## config.mk

```make
export PLATFORM = sky130hd
export DESIGN_NAME = spi_reg_sequencer_flat
export DESIGN_NICKNAME = d
export VERILOG_FILES = /design/src/rtl/spi_pkg.sv /design/src/rtl/spi_reg_sequencer_if.sv /design/src/rtl/rr_arb2.sv /design/src/rtl/spi_reg_sequencer.sv /design/src/flat_wrapper.sv
export SDC_FILE = /design/constraint.sdc
export NUM_CORES = 1
export LEC_CHECK = 0
export BUFFER_PORTS_ARGS = -buffer_cell sky130_fd_sc_hd__buf_2
export CAP_MARGIN = 10
export CORE_MARGIN = 1.5
export CORE_UTILIZATION = 35
export DETAILED_ROUTE_END_ITERATION = 16
export PLACE_DENSITY = 0.62
export SLEW_MARGIN = 20
export SYNTH_ARGS = -nofsm -noshare
export SYNTH_HDL_FRONTEND = slang
export SYNTH_SLANG_ARGS = --single-unit
export TNS_END_PERCENT = 1
```

## constraint.sdc

```tcl
create_clock -name clk -period 1.55 [get_ports clk]
set_input_delay 0.0775 -clock clk [delete_from_list [all_inputs] [get_ports clk]]
set_output_delay 0.0775 -clock clk [all_outputs]
set_load 0.01 [all_outputs]
```

## src/rtl/spi_pkg.sv

```systemverilog
// -----------------------------------------------------------------------------
// spi_pkg
// Shared definitions for the SPI register-access sequencer: FSM state
// encoding, SPI_driver command codes, the default write-flag polarity and a
// helper that builds the address byte sent first on MOSI.
// No ports.
// -----------------------------------------------------------------------------
package spi_pkg;

    typedef enum logic [3:0] {
        ST_SYNC,
        ST_IDLE,
        ST_PUSH_A,
        ST_PUSH_B,
        ST_WAIT_START,
        ST_WAIT_DONE,
        ST_POP,
        ST_CAPTURE,
        ST_CAPTURE_WAIT,
        ST_RESP
    } seq_state_t;

    // SPI_driver Spi_rw codes
    localparam logic [1:0] SPI_CMD_TX = 2'b01;
    localparam logic [1:0] SPI_CMD_RX = 2'b10;

    localparam logic WR_FLAG_DEFAULT = 1'b1;

    // Address byte: bit 7 carries the access direction, bits 6:0 the register.
    function automatic logic [7:0] addr_byte(input logic       write,
                                             input logic [6:0] addr,
                                             input logic       wr_flag);
        return {(write ? wr_flag : ~wr_flag), addr};
    endfunction

endpackage

```

## src/rtl/spi_reg_sequencer_if.sv

```systemverilog
// -----------------------------------------------------------------------------
// spi_reg_sequencer_if
// Request/response bundle between the two requesters (port 0 = host endpoint,
// port 1 = sensor init engine) and the sequencer.
//   reqN_valid/write/addr/wdata : requester -> sequencer
//   reqN_ready                  : sequencer -> requester, accept pulse
//   rsp_valid/id/rdata/err      : sequencer -> requesters, one-cycle response
// Modports: master = requester side, slave = sequencer side.
// -----------------------------------------------------------------------------
interface spi_reg_sequencer_if;

    logic       req0_valid;
    logic       req0_ready;
    logic       req0_write;
    logic [6:0] req0_addr;
    logic [7:0] req0_wdata;

    logic       req1_valid;
    logic       req1_ready;
    logic       req1_write;
    logic [6:0] req1_addr;
    logic [7:0] req1_wdata;

    logic       rsp_valid;
    logic       rsp_id;
    logic [7:0] rsp_rdata;
    logic       rsp_err;

    modport master (
        output req0_valid, req0_write, req0_addr, req0_wdata,
        output req1_valid, req1_write, req1_addr, req1_wdata,
        input  req0_ready, req1_ready,
        input  rsp_valid, rsp_id, rsp_rdata, rsp_err
    );

    modport slave (
        input  req0_valid, req0_write, req0_addr, req0_wdata,
        input  req1_valid, req1_write, req1_addr, req1_wdata,
        output req0_ready, req1_ready,
        output rsp_valid, rsp_id, rsp_rdata, rsp_err
    );

endinterface

```

## src/rtl/rr_arb2.sv

```systemverilog
// -----------------------------------------------------------------------------
// rr_arb2
// Two-way round-robin arbiter. On a tie the port that was not served last
// wins; the history pointer resets to 1 so port 0 wins the first tie.
//   clk, rst  : clock, synchronous active-high reset
//   i_req     : request vector {port1, port0}
//   i_update  : load i_id into the history pointer (transaction finished)
//   i_id      : id of the requester just served
//   o_grant   : one-hot grant, combinational from i_req and history
// -----------------------------------------------------------------------------
module rr_arb2 (
    input  logic       clk,
    input  logic       rst,
    input  logic [1:0] i_req,
    input  logic       i_update,
    input  logic       i_id,
    output logic [1:0] o_grant
);

    logic r_last_id;

    // NOTE: flops use non-blocking (<=) so every register samples pre-edge values regardless of process order.
    always_ff @(posedge clk) begin
        if (rst) begin
            r_last_id <= 1'b1;
        end else if (i_update) begin
            r_last_id <= i_id;
        end
    end

    // NOTE: o_grant gets a default before the case so no path leaves it unassigned and no latch is inferred.
    always_comb begin
        o_grant = 2'b00;
        case (i_req)
            2'b01:   o_grant = 2'b01;
            2'b10:   o_grant = 2'b10;
            2'b11:   o_grant = r_last_id ? 2'b01 : 2'b10;
            default: o_grant = 2'b00;
        endcase
    end

endmodule

```

## src/rtl/spi_reg_sequencer.sv

```systemverilog
// -----------------------------------------------------------------------------
// spi_reg_sequencer
// Turns single-register read/write requests from two requesters into
// SPI_driver command/TX/RX FIFO traffic, one transaction at a time.
//   clk, rst     : clock shared with SPI_driver, synchronous active-high reset
//   bus          : request/response bundle (slave side)
//   spi_cmd_push : -> driver command_read
//   spi_cmd      : -> driver Spi_rw (01 TX byte, 10 RX byte)
//   spi_tx_push  : -> driver tx_read
//   spi_tx_data  : -> driver Spi_tx_reg
//   spi_rx_pop   : -> driver rx_read
//   spi_rx_data  : <- driver Spi_rx_reg
//   spi_busy     : <- driver busy
// -----------------------------------------------------------------------------
module spi_reg_sequencer
    import spi_pkg::*;
#(
    parameter logic        WR_FLAG       = WR_FLAG_DEFAULT,
    parameter int unsigned START_TIMEOUT = 16
) (
    input  logic                 clk,
    input  logic                 rst,
    spi_reg_sequencer_if.slave   bus,
    output logic                 spi_cmd_push,
    output logic [1:0]           spi_cmd,
    output logic                 spi_tx_push,
    output logic [7:0]           spi_tx_data,
    output logic                 spi_rx_pop,
    input  logic [7:0]           spi_rx_data,
    input  logic                 spi_busy
);

    localparam int TMR_W = $clog2(START_TIMEOUT + 1);

    seq_state_t       r_state;
    seq_state_t       w_state_next;
    logic             r_write;
    logic [6:0]       r_addr;
    logic [7:0]       r_wdata;
    logic             r_id;
    logic             r_err;
    logic [7:0]       r_rdata;
    logic [TMR_W-1:0] r_timer;
    logic             r_idle_seen;   // busy was low on the previous cycle

    logic [1:0]       w_grant;
    logic             w_accept;
    logic             w_timeout;

    rr_arb2 u_arb (
        .clk      (clk),
        .rst      (rst),
        .i_req    ({bus.req1_valid, bus.req0_valid}),
        .i_update (r_state == ST_RESP),
        .i_id     (r_id),
        .o_grant  (w_grant)
    );

    assign w_accept  = (r_state == ST_IDLE) && (w_grant != 2'b00);
    // Last WAIT_START cycle of the window: busy did not rise in time.
    assign w_timeout = (r_timer == TMR_W'(1));

    always_ff @(posedge clk) begin
        if (rst) begin
            r_state     <= ST_SYNC;
            r_idle_seen <= 1'b0;
            r_write     <= 1'b0;
            r_addr      <= '0;
            r_wdata     <= '0;
            r_id        <= 1'b0;
            r_err       <= 1'b0;
            r_rdata     <= '0;
            r_timer     <= '0;
        end else begin
            r_state     <= w_state_next;
            r_idle_seen <= ~spi_busy;

            if (w_accept) begin
                r_id    <= w_grant[1];
                r_write <= w_grant[1] ? bus.req1_write : bus.req0_write;
                r_addr  <= w_grant[1] ? bus.req1_addr  : bus.req0_addr;
                r_wdata <= w_grant[1] ? bus.req1_wdata : bus.req0_wdata;
                r_err   <= 1'b0;
                r_rdata <= '0;    // stays 0 for writes and timed-out reads
            end

            if (r_state == ST_PUSH_B) begin
                r_timer <= TMR_W'(START_TIMEOUT);
            end else if (r_state == ST_WAIT_START) begin
                r_timer <= r_timer - 1'b1;
            end

            if (r_state == ST_WAIT_START && !spi_busy && w_timeout) begin
                r_err <= 1'b1;
            end

            // Spi_rx_reg updated on the edge after the pop; sample one cycle later.
            if (r_state == ST_CAPTURE_WAIT) begin
                r_rdata <= spi_rx_data;
            end
        end
    end

    always_comb begin
        w_state_next   = r_state;
        bus.req0_ready = 1'b0;
        bus.req1_ready = 1'b0;
        bus.rsp_valid  = 1'b0;
        bus.rsp_id     = 1'b0;
        bus.rsp_rdata  = '0;
        bus.rsp_err    = 1'b0;
        spi_cmd_push   = 1'b0;
        spi_cmd        = 2'b00;
        spi_tx_push    = 1'b0;
        spi_tx_data    = '0;
        spi_rx_pop     = 1'b0;

        case (r_state)
            ST_SYNC: begin
                if (!spi_busy && r_idle_seen) w_state_next = ST_IDLE;
            end
            ST_IDLE: begin
                if (w_accept) begin
                    bus.req0_ready = w_grant[0];
                    bus.req1_ready = w_grant[1];
                    w_state_next   = ST_PUSH_A;
                end
            end
            ST_PUSH_A: begin
                spi_cmd_push = 1'b1;
                spi_cmd      = SPI_CMD_TX;
                spi_tx_push  = 1'b1;
                spi_tx_data  = addr_byte(r_write, r_addr, WR_FLAG);
                w_state_next = ST_PUSH_B;
            end
            ST_PUSH_B: begin
                // Back-to-back with PUSH_A so the driver keeps SPI_EN asserted.
                spi_cmd_push = 1'b1;
                if (r_write) begin
                    spi_cmd     = SPI_CMD_TX;
                    spi_tx_push = 1'b1;
                    spi_tx_data = r_wdata;
                end else begin
                    spi_cmd     = SPI_CMD_RX;
                end
                w_state_next = ST_WAIT_START;
            end
            ST_WAIT_START: begin
                if (spi_busy)       w_state_next = ST_WAIT_DONE;
                else if (w_timeout) w_state_next = ST_RESP;
            end
            ST_WAIT_DONE: begin
                if (!spi_busy) w_state_next = r_write ? ST_RESP : ST_POP;
            end
            ST_POP: begin
                spi_rx_pop   = 1'b1;
                w_state_next = ST_CAPTURE;
            end
            ST_CAPTURE:      w_state_next = ST_CAPTURE_WAIT;
            ST_CAPTURE_WAIT: w_state_next = ST_RESP;
            ST_RESP: begin
                bus.rsp_valid = 1'b1;
                bus.rsp_id    = r_id;
                bus.rsp_rdata = r_rdata;
                bus.rsp_err   = r_err;
                w_state_next  = ST_IDLE;
            end
            default: w_state_next = ST_SYNC;
        endcase
    end

endmodule

```

## src/flat_wrapper.sv

```systemverilog
// flat-port wrapper written by rule: the top's interface ports become plain ports
module spi_reg_sequencer_flat import spi_pkg::*;
#(
    parameter logic        WR_FLAG       = WR_FLAG_DEFAULT,
    parameter int unsigned START_TIMEOUT = 16
)
  (clk, rst, spi_cmd_push, spi_cmd, spi_tx_push, spi_tx_data, spi_rx_pop, spi_rx_data, spi_busy, bus_req0_valid, bus_req0_write, bus_req0_addr, bus_req0_wdata, bus_req1_valid, bus_req1_write, bus_req1_addr, bus_req1_wdata, bus_req0_ready, bus_req1_ready, bus_rsp_valid, bus_rsp_id, bus_rsp_rdata, bus_rsp_err);
  spi_reg_sequencer_if bus_i ();
  input  logic clk;
  input  logic rst;
  output logic spi_cmd_push;
  output logic [1:0] spi_cmd;
  output logic spi_tx_push;
  output logic [7:0] spi_tx_data;
  output logic spi_rx_pop;
  input  logic [7:0] spi_rx_data;
  input  logic spi_busy;
  input wire logic [$bits(bus_i.req0_valid)-1:0] bus_req0_valid;
  input wire logic [$bits(bus_i.req0_write)-1:0] bus_req0_write;
  input wire logic [$bits(bus_i.req0_addr)-1:0] bus_req0_addr;
  input wire logic [$bits(bus_i.req0_wdata)-1:0] bus_req0_wdata;
  input wire logic [$bits(bus_i.req1_valid)-1:0] bus_req1_valid;
  input wire logic [$bits(bus_i.req1_write)-1:0] bus_req1_write;
  input wire logic [$bits(bus_i.req1_addr)-1:0] bus_req1_addr;
  input wire logic [$bits(bus_i.req1_wdata)-1:0] bus_req1_wdata;
  output wire logic [$bits(bus_i.req0_ready)-1:0] bus_req0_ready;
  output wire logic [$bits(bus_i.req1_ready)-1:0] bus_req1_ready;
  output wire logic [$bits(bus_i.rsp_valid)-1:0] bus_rsp_valid;
  output wire logic [$bits(bus_i.rsp_id)-1:0] bus_rsp_id;
  output wire logic [$bits(bus_i.rsp_rdata)-1:0] bus_rsp_rdata;
  output wire logic [$bits(bus_i.rsp_err)-1:0] bus_rsp_err;
  assign bus_i.req0_valid = bus_req0_valid;
  assign bus_i.req0_write = bus_req0_write;
  assign bus_i.req0_addr = bus_req0_addr;
  assign bus_i.req0_wdata = bus_req0_wdata;
  assign bus_i.req1_valid = bus_req1_valid;
  assign bus_i.req1_write = bus_req1_write;
  assign bus_i.req1_addr = bus_req1_addr;
  assign bus_i.req1_wdata = bus_req1_wdata;
  assign bus_req0_ready = bus_i.req0_ready;
  assign bus_req1_ready = bus_i.req1_ready;
  assign bus_rsp_valid = bus_i.rsp_valid;
  assign bus_rsp_id = bus_i.rsp_id;
  assign bus_rsp_rdata = bus_i.rsp_rdata;
  assign bus_rsp_err = bus_i.rsp_err;
  spi_reg_sequencer #(.WR_FLAG(WR_FLAG), .START_TIMEOUT(START_TIMEOUT)) u_core (.clk(clk), .rst(rst), .bus(bus_i), .spi_cmd_push(spi_cmd_push), .spi_cmd(spi_cmd), .spi_tx_push(spi_tx_push), .spi_tx_data(spi_tx_data), .spi_rx_pop(spi_rx_pop), .spi_rx_data(spi_rx_data), .spi_busy(spi_busy));
endmodule
```

==> flow_summary.yaml, run 1 <==
status:
  status: "finished, violations left"
  violations: "setup timing"
synthesis:
  ys_ff_latch: 37
  synth_top_family_by_area: "simple AND/OR/NAND/NOR gates"
  synthAdderAreaFrac: 0.01317
  netlist_area_um2: 1901
  avgSynthCellArea_um2: 8.157
  synth_compound_area_frac: 0.2034
  synthCells: 233
  synth-xor-area-share: 0.01382
  yosys_warnings: 0
  synth_nets: 280
  yosysSeqAreaShare: 0.3897
  synth_cell_types: 40
  muxShareOfSynthArea: 0.005925
  synth-simple-area-share: 0.3055
route:
  remaining_drc_errors: 0
  wl_per_cell_um: 13.81
  routed-via-count: 2058
  antenna_left: 0
  drtIter0Drc: 161
  vias_per_cell: 5.223
  totalWireLength_um: 5443
  drt_pre_antenna_iters: 8
sta:
  fin_ws_ns: -0.008776
  report.final.hold_viol_count: 0
  whs_ns: 0.02495
  layout_min_cycle_time_ns: 1.559
  rsz0062_at_grt: "yes"
  max_slew_margin: 0.7872
  worst_pin_slew_ns: 0.3184
  maxSlewViolCount: 0
  finalCritPeriodShare: 1.006
  fin_skew_ns: 0.006743
  fmax_mhz: 641.5
  setup_violations: 2
grt:
  first_global_vias: 1883
  grt_pass1_wl_um: 8852
  grt_start_max_net_pins: 26
  gr-total-overflow: 0
  antenna_found_initial: 0
  track_usage: 0.1859
floorplan:
  die_h_um: 76.69
  initial_core_util: 0.3674
  num_rows: 26
  io_pins: 71
  die_x_um: 76.69
  die_area_um2: 5881
  fp.coreArea_um2: 5172
critical_path:
  crit_fanout: 25
  path_cells: "nor4b_4 -> buf_4 -> o21ai_4 -> buf_12 -> a222oi_1 -> nor2_1"
  cp_slowest_cell: "dfxtp_4"
  arrival_ns: 1.73
  critPathKind: "reg2reg"
  r2r_cells: 6
  startpoint_type: "register"
  critical_path_required_ns: 1.72
  cp_slowest_stage_delay_ns: 0.37
  setup.worst_path.end_class: "register"
clock_network:
  clock_latency_ns: 0.28
  cts_tree: "built"
  cts_buffer_depth: 2
  cts_made_buffers: 5
  clk_pin_slew_ns: 0.07
  cts-root-buf: "clkbuf_8"
  clock_sink_count: 37
  holdBufCountCts: 0
  htreeDepth: 2
final_layout:
  area_growth_pct: 44.50
  final_util: 0.5310
  fin_nets: 371
  final_cell_area_um2: 2746
  n_antenna_cell: 0
  final_cell_mix: "buf_2, dfxtp_1, nor2_1"
  mostFrequentLayoutCell: "buf_2"
  layout-drive-gt1-share: 0.4321
pwr:
  comb_power_share: 0.179
  intPower_uw: 1515
  switching_share: 0.2616
  p_clk_frac: 0.332
  irDropWorstVdd_v: 0.0004868
  netSwitchingPower_uw: 536.9
  seq_power_share: 0.489
  leakagePower_uw: 0.001216
  p_per_area_nw_per_um2: 747.2
run:
  cap_violations: 0
placement:
  place.gp.congestion: 0.8478
  numPortBuffers: 70
  dpl_cell_area_um2: 2506
  post-dp-hpwl_um: 3810
min_path:
  min_path_cells: 3
  hp-class: "in2reg"
## metal layers
metal | track usage | vias to the layer above | part of all wire
li1 | - | 1028 | -
met1 | 0.2436 | 942 | 0.43
met2 | 0.3071 | 82 | 0.49
met3 | 0.04762 | 6 | 0.070
met4 | 0.03889 | 0 | 0.0088
met5 | 0 | - | 0
## final timing paths
path	from	end	slack (ns)
worst min-delay path	spi_rx_data[4]	u_core.r_rdata[4]	0.02
worst min register to register	u_core.r_rdata[3]	u_core.r_rdata[3]	0.46
worst max-delay path	u_core.r_state[1]	u_core.r_wdata[6]	-0.009
worst max register to register	u_core.r_state[1]	u_core.r_wdata[6]	-0.009
## power groups by stage
stage | Sequential [uW] | Clock, uW | Combinational, uW
after floorplan | 1020 | 0 | 185
after detailed placement | 1030 | 0 | 321
after global placement | 1030 | 0 | 318
after CTS | 1000 | 704 | 355
after global routing | 1010 | 749 | 403
final | 1000 | 680 | 368
## Yosys cell counts
library cell / number / area [um^2]
nor3_1: 5 / 25.02
o21ai_2: 1 / 8.760
ha_1: 2 / 25.02
o21ai_0: 4 / 20.02
nand2b_1: 3 / 18.77
mux2_2: 1 / 11.26
and3_1: 13 / 81.33
or4_4: 1 / 11.26
buf_2: 5 / 25.02
a21oi_1: 24 / 120.1
o22a_1: 1 / 8.760
nand2_1: 24 / 90.09
nand2b_4: 1 / 13.76
or4b_4: 1 / 13.76
or3_1: 1 / 6.260
o22ai_1: 1 / 6.260
buf_4: 4 / 30.03
buf_1: 2 / 7.510
o21a_1: 3 / 22.52
inv_1: 5 / 18.77
a21o_1: 1 / 7.510
xor2_1: 2 / 17.52
a211oi_1: 1 / 7.510
buf_6: 1 / 11.26
a22oi_1: 1 / 7.510
clkbuf_1: 10 / 37.54
nor2_1: 31 / 116.4
a222oi_1: 16 / 160.2
and3_4: 1 / 11.26
or4_1: 1 / 7.510
xnor2_1: 1 / 8.760
nor4b_2: 3 / 45.04
nor3_2: 1 / 10.01
and2_1: 1 / 6.260
a211o_1: 1 / 8.760
nor4_2: 2 / 25.02
dfxtp_1: 37 / 740.7
o32ai_1: 1 / 8.760
nand3_1: 16 / 80.08
nor2b_1: 3 / 18.77
## cell families (layout without fill, tap and decap cells)
logic type,after synthesis,in the layout
buffers and inverters,27,118
AND/OR/NAND/NOR,108,108
AO/OA/AOI/OAI,55,55
adder cells (fa/ha/maj),2,2
XOR/XNOR,3,3
flip-flops,37,37
multiplexers,1,1
## sequential cells by signal, indices dropped and copies added (netlist names)
signal                  cells
u_core.r_addr               7
u_core.r_err                1
u_core.r_wdata              8
u_core.u_arb.r_last_id      1
u_core.r_timer              5
u_core.r_id                 1
u_core.r_state              4
u_core.r_idle_seen          1
u_core.r_write              1
u_core.r_rdata              8
## final cells by class
type                            count  area [um^2]
Timing Repair Buffer              106        695.7
Multi-Input combinational cell    169         1097
Sequential cell                    37        753.2
Clock inverter                      1        7.507
Fill cell                         496         2426
Clock buffer                        6        82.58
Inverter                            5        22.52
Tap cell                           70        87.58
## metrics by stage
stage                     setup slack, ns  setup TNS, ns  total power [uW]  cells
after global routing             -0.09748         -1.672              2159    394
after global placement            0.02541              0              1344    382
after detailed placement        -0.005338      -0.005338              1346    382
after CTS                        -0.01911       -0.01911              2062    394
after floorplan                   0.01650              0              1201    233
final                           -0.008776      -0.009913              2052    394
## worst max-delay path, delay by kind of cell (launching register included)
kind	cells	cell delay, ns
compound gates	2	0.32
buf+inv	2	0.34
flops	1	0.37
simple gates	2	0.41
## repair_timing
| item | in CTS | in global routing |
|---|---|---|
| pin swaps | 7 | 13 |
| cloned | 0 | 0 |
| setup buffers | 5 | 0 |
| endpoints found under the hold margin | 0 | 0 |
| resized for setup | 17 | 13 |
| endpoints found under the setup margin | 25 | 44 |
(Power assumes the default switching activity.)
==> run 2: changes to the inputs <==
--- a/config.mk
+++ b/config.mk
@@ -11,6 +11,7 @@
 export CORE_UTILIZATION = 35
 export DETAILED_ROUTE_END_ITERATION = 16
 export PLACE_DENSITY = 0.62
+export SETUP_SLACK_MARGIN = 0.2
 export SLEW_MARGIN = 20
 export SYNTH_ARGS = -nofsm -noshare
 export SYNTH_HDL_FRONTEND = slang
==> flow_summary.yaml, run 2 (synthesized netlist as in run 1, its figures left out) <==
critical_path:
  cpLargestDelayFamily: "simple AND/OR/NAND/NOR gates"
  setup.worst_path.end_class: "register"
  critPathKind: "reg2reg"
  crit_fanout: 3
  cp_slowest_cell: "or4_4"
  arrival_ns: 1.76
  cp_slowest_stage_delay_ns: 0.47
  worstSetupStartpoint: "u_core.r_timer[1]"
  reg2reg_slack_ns: -0.004
  startpoint_type: "register"
  critical_path_required_ns: 1.76
  path_cells: "inv_2 -> ha_1 -> nor4b_4 -> nor3_2 -> or4_4 -> nor4_4"
  r2r_start: "u_core.r_timer[1]"
  path_buf_inv: 1
sta:
  fin_skew_ns: 0.004587
  setup_violations: 1
  layout_min_cycle_time_ns: 1.554
  rsz0062_at_grt: "yes"
  worst_pin_slew_ns: 0.3257
  report.final.hold_viol_count: 0
  fin_ws_ns: -0.004322
  fmax_mhz: 643.4
  finalCritPeriodShare: 1.003
  max_slew_margin: 0.7823
  whs_ns: 0.01564
  maxSlewViolCount: 0
floorplan:
  fp.coreArea_um2: 5172
  die_x_um: 76.69
  num_rows: 26
  initial_core_util: 0.3674
  io_pins: 71
  die_area_um2: 5881
  die_h_um: 76.69
route:
  wl_per_cell_um: 14.23
  routed-via-count: 2093
  drt_pre_antenna_iters: 5
  totalWireLength_um: 5648
  remaining_drc_errors: 0
  vias_per_cell: 5.272
  drtIter0Drc: 142
  antenna_left: 0
grt:
  track_usage: 0.1917
  grt_pass1_wl_um: 9232
  first_global_vias: 1992
  antenna_found_initial: 0
  grt_start_max_net_pins: 21
  met2_usage: 0.3292
  met3_usage: 0.04286
  grt-busiest-layer: "met2"
  gr-total-overflow: 0
  grt_util_met1: 0.2374
final_layout:
  area_growth_pct: 47.66
  final_cell_mix: "buf_2, dfxtp_1, nor2_1, buf_4, a21oi_1"
  final_cell_area_um2: 2806
  layout-drive-gt1-share: 0.4648
  top_regs: "u_core.r_rdata (8), u_core.r_wdata (8), u_core.r_addr (7)"
  mostFrequentLayoutCell: "buf_2"
  final_util: 0.5426
  fin_nets: 373
  n_antenna_cell: 0
status:
  violations: "setup timing"
  status: "finished, violations left"
clock_network:
  cts_tree: "built"
  clock_sink_count: 37
  clk_pin_slew_ns: 0.08
  cts_buffer_depth: 2
  clock_latency_ns: 0.29
  cts_made_buffers: 5
  cts-root-buf: "clkbuf_8"
  htreeDepth: 2
pwr:
  finalPower_uw: 2067
  irDropWorstVdd_v: 0.0004047
  p_per_area_nw_per_um2: 736.5
  leakagePower_uw: 0.001236
min_path:
  hold_start: "spi_rx_data[2]"
  hp-class: "in2reg"
placement:
  place.gp.congestion: 0.8340
  numPortBuffers: 70
  dpl_cell_area_um2: 2501
  post-dp-hpwl_um: 3768
run:
  cap_violations: 0
[run 2: where the power goes]
part | internal [uW] | switching, uW
clock | 312 | 357
sequential | 978 | 26.6
combinational | 201 | 192
total | 1490 | 576
[run 2: cell type report]
class | count | area, um^2
clock buffer | 6 | 72.57
fill | 480 | 2366
clock inverter | 2 | 10.01
sequential | 37 | 755.7
multi-input combinational | 169 | 1146
timing repair buffer | 108 | 711.9
inverter | 5 | 22.52
tap | 70 | 87.58
[run 2: layer usage]
metal  wire length (um)  vias up
met5                  0        -
met4                 65        0
met3                356        7
met2               2847       74
met1               2378      984
li1                   -     1028
[run 2: path summary, 6_finish.rpt]
path                                          end  cells after the start
worst max-delay path            u_core.r_state[1]                      6
worst min-delay path            u_core.r_rdata[2]                      3
worst max register to register  u_core.r_state[1]                      6
worst min register to register  u_core.r_rdata[6]                      2
[run 2: tightest hold or removal path, stage by stage]
cell     delay [ns]
buf_2          0.09
nand2_1        0.05
a21oi_1        0.05
[run 2: timing repair]
action	in CTS	in global routing
gates resized for setup	20	27
endpoints found under the hold margin	1	0
buffers inserted	7	0
pin swaps	5	24
hold buffers	1	0
cloned	1	0
setup endpoints to repair	62	62
[run 2: per-stage QoR]
stage          std cells  setup WS [ns]  setup TNS [ns]
5_1_grt              397       -0.06954         -0.7074
4_1_cts              397       0.006184               0
6_report             397      -0.004322       -0.004322
2_1_floorplan        233        0.06811               0
3_3_place_gp         380       0.009616               0
3_5_place_dp         380       -0.03261        -0.04771
==> run 3: changes to the inputs <==
--- a/config.mk
+++ b/config.mk
@@ -6,10 +6,11 @@
 export NUM_CORES = 1
 export LEC_CHECK = 0
 export BUFFER_PORTS_ARGS = -buffer_cell sky130_fd_sc_hd__buf_2
-export CAP_MARGIN = 10
+export CAP_MARGIN = 20
 export CORE_MARGIN = 1.5
 export CORE_UTILIZATION = 35
 export DETAILED_ROUTE_END_ITERATION = 16
+export HOLD_SLACK_MARGIN = 0.06
 export PLACE_DENSITY = 0.62
 export SETUP_SLACK_MARGIN = 0.2
 export SLEW_MARGIN = 20
==> flow_summary.yaml, run 3 (synthesized netlist as in run 1, its figures left out) <==
status:
  status: "finished, violations left"
  violations: "setup timing"
final_layout:
  mostFrequentLayoutCell: "buf_2"
  layout-drive-gt1-share: 0.3978
  ff_latch_area_um2: 755.7
  fill_cells: 432
  area_growth_pct: 64.98
  top_regs: "u_core.r_rdata (8), u_core.r_wdata (8), u_core.r_addr (7)"
  n_antenna_cell: 0
  multi_input_area_um2: 1125
  fin_cells: 432
  final_cell_mix: "buf_2, dlygate4sd3_1, dfxtp_1"
  fin_nets: 408
sta:
  fmax_mhz: 638.4
  whs_ns: 0.06009
  setup_violations: 3
  rsz0062_at_grt: "yes"
  fin_ws_ns: -0.01645
  maxSlewViolCount: 0
  finalCritPeriodShare: 1.011
  max_slew_margin: 0.7790
  layout_min_cycle_time_ns: 1.566
  worst_pin_slew_ns: 0.3307
  fin_skew_ns: 0.005243
  report.final.hold_viol_count: 0
grt:
  antenna_found_initial: 0
  grt_pass1_wl_um: 10300
  first_global_vias: 2220
  track_usage: 0.2148
  grt_start_max_net_pins: 21
  gr-total-overflow: 0
pwr:
  p_per_area_nw_per_um2: 680.7
  irDropWorstVdd_v: 0.0004023
  leakagePower_uw: 0.001380
critical_path:
  arrival_ns: 1.49
  critPathKind: "reg2out"
  r2r_cells: 6
  startpoint_type: "register"
  critical_path_required_ns: 1.47
  crit_fanout: 17
  setup.worst_path.end_class: "primary output"
placement:
  place.gp.congestion: 0.8340
  post-dp-hpwl_um: 3768
  placed_cells: 380
  numPortBuffers: 70
route:
  routed-via-count: 2237
  totalWireLength_um: 6270
  antenna_left: 0
  vias_per_cell: 5.178
  drtIter0Drc: 150
  remaining_drc_errors: 0
  drt_pre_antenna_iters: 8
  wl_per_cell_um: 14.51
floorplan:
  fp.coreArea_um2: 5172
  die_h_um: 76.69
  initial_core_util: 0.3674
  num_rows: 26
  die_x_um: 76.69
  die_area_um2: 5881
  io_pins: 71
clock_network:
  clock_sink_count: 37
  clock_latency_ns: 0.29
  cts-root-buf: "clkbuf_8"
  cts_tree: "built"
  cts_made_buffers: 5
  clk_pin_slew_ns: 0.07
  htreeDepth: 2
  cts_buffer_depth: 2
run:
  cap_violations: 0
min_path:
  hp-class: "in2reg"
  min_path_cells: 3
run 3: cell count changes in the layout (fill, tap and decap cells not counted), sizes merged:
| cell | before | now |
|---|---|---|
| dlygate4sd3 | 1 | 36 |
run 3: cell type report:
class	instances	area share
Sequential cell	37	0.2410
Clock buffer	6	0.02314
Tap cell	70	0.02793
Multi-Input combinational cell	169	0.3587
Clock inverter	2	0.003192
Inverter	5	0.007183
Timing Repair Buffer	143	0.3388
run 3: final timing paths:
path | start | to | slack [ns]
worst max-delay path | u_core.r_state[0] | spi_tx_data[0] | -0.02
worst min-delay path | bus_req1_addr[6] | u_core.r_addr[6] | 0.06
worst max register to register | u_core.r_timer[1] | u_core.r_state[1] | 0
worst min register to register | u_core.r_rdata[6] | u_core.r_rdata[6] | 0.47
run 3: through the flow:
step | setup TNS [ns] | setup WS (ns) | power [uW] | utilization | cell area [um^2]
after floorplan | 0 | 0.06811 | 1204 | - | 1923
after global placement | 0 | 0.009616 | 1345 | 0.4836 | 2501
after detailed placement | -0.04771 | -0.03261 | 1349 | 0.4836 | 2501
after CTS | 0 | 0.006184 | 2110 | 0.5922 | 3063
after global routing | -1.033 | -0.08007 | 2216 | 0.6062 | 3136
final | -0.02471 | -0.01645 | 2134 | 0.6062 | 3136
run 3: what timing repair did:
action | in CTS | in global routing
hold buffers | 36 | 0
pin swaps | 5 | 19
endpoints found under the hold margin | 23 | 0
resized for setup | 20 | 19
gates cloned | 1 | 0
setup endpoints to repair | 62 | 62
setup buffers | 7 | 0
run 3: worst max-delay path, stage by stage (launching register included):
cell	delay, ns
dfxtp_4	0.37
buf_12	0.15
clkinvlp_4	0.15
buf_6	0.14
nand2_1	0.05
a21oi_1	0.17
buf_2	0.16
run 3: routing by layer:
| layer | vias up | track usage | share of wire |
|---|---|---|---|
| li1 | 1098 | - | - |
| met1 | 1045 | 0.2505 | 0.41 |
| met2 | 86 | 0.3947 | 0.52 |
| met3 | 8 | 0.04048 | 0.055 |
| met4 | 0 | 0.06296 | 0.010 |
| met5 | - | 0 | 0 |
run 3: report_power, final:
group	leakage (uW)	internal, uW	switching, uW	total, uW
clock network	0.0000450	312	358	670
logic	0.00103	256	205	461
registers	0.000303	978	25.9	1000
total	0.00138	1550	589	2130
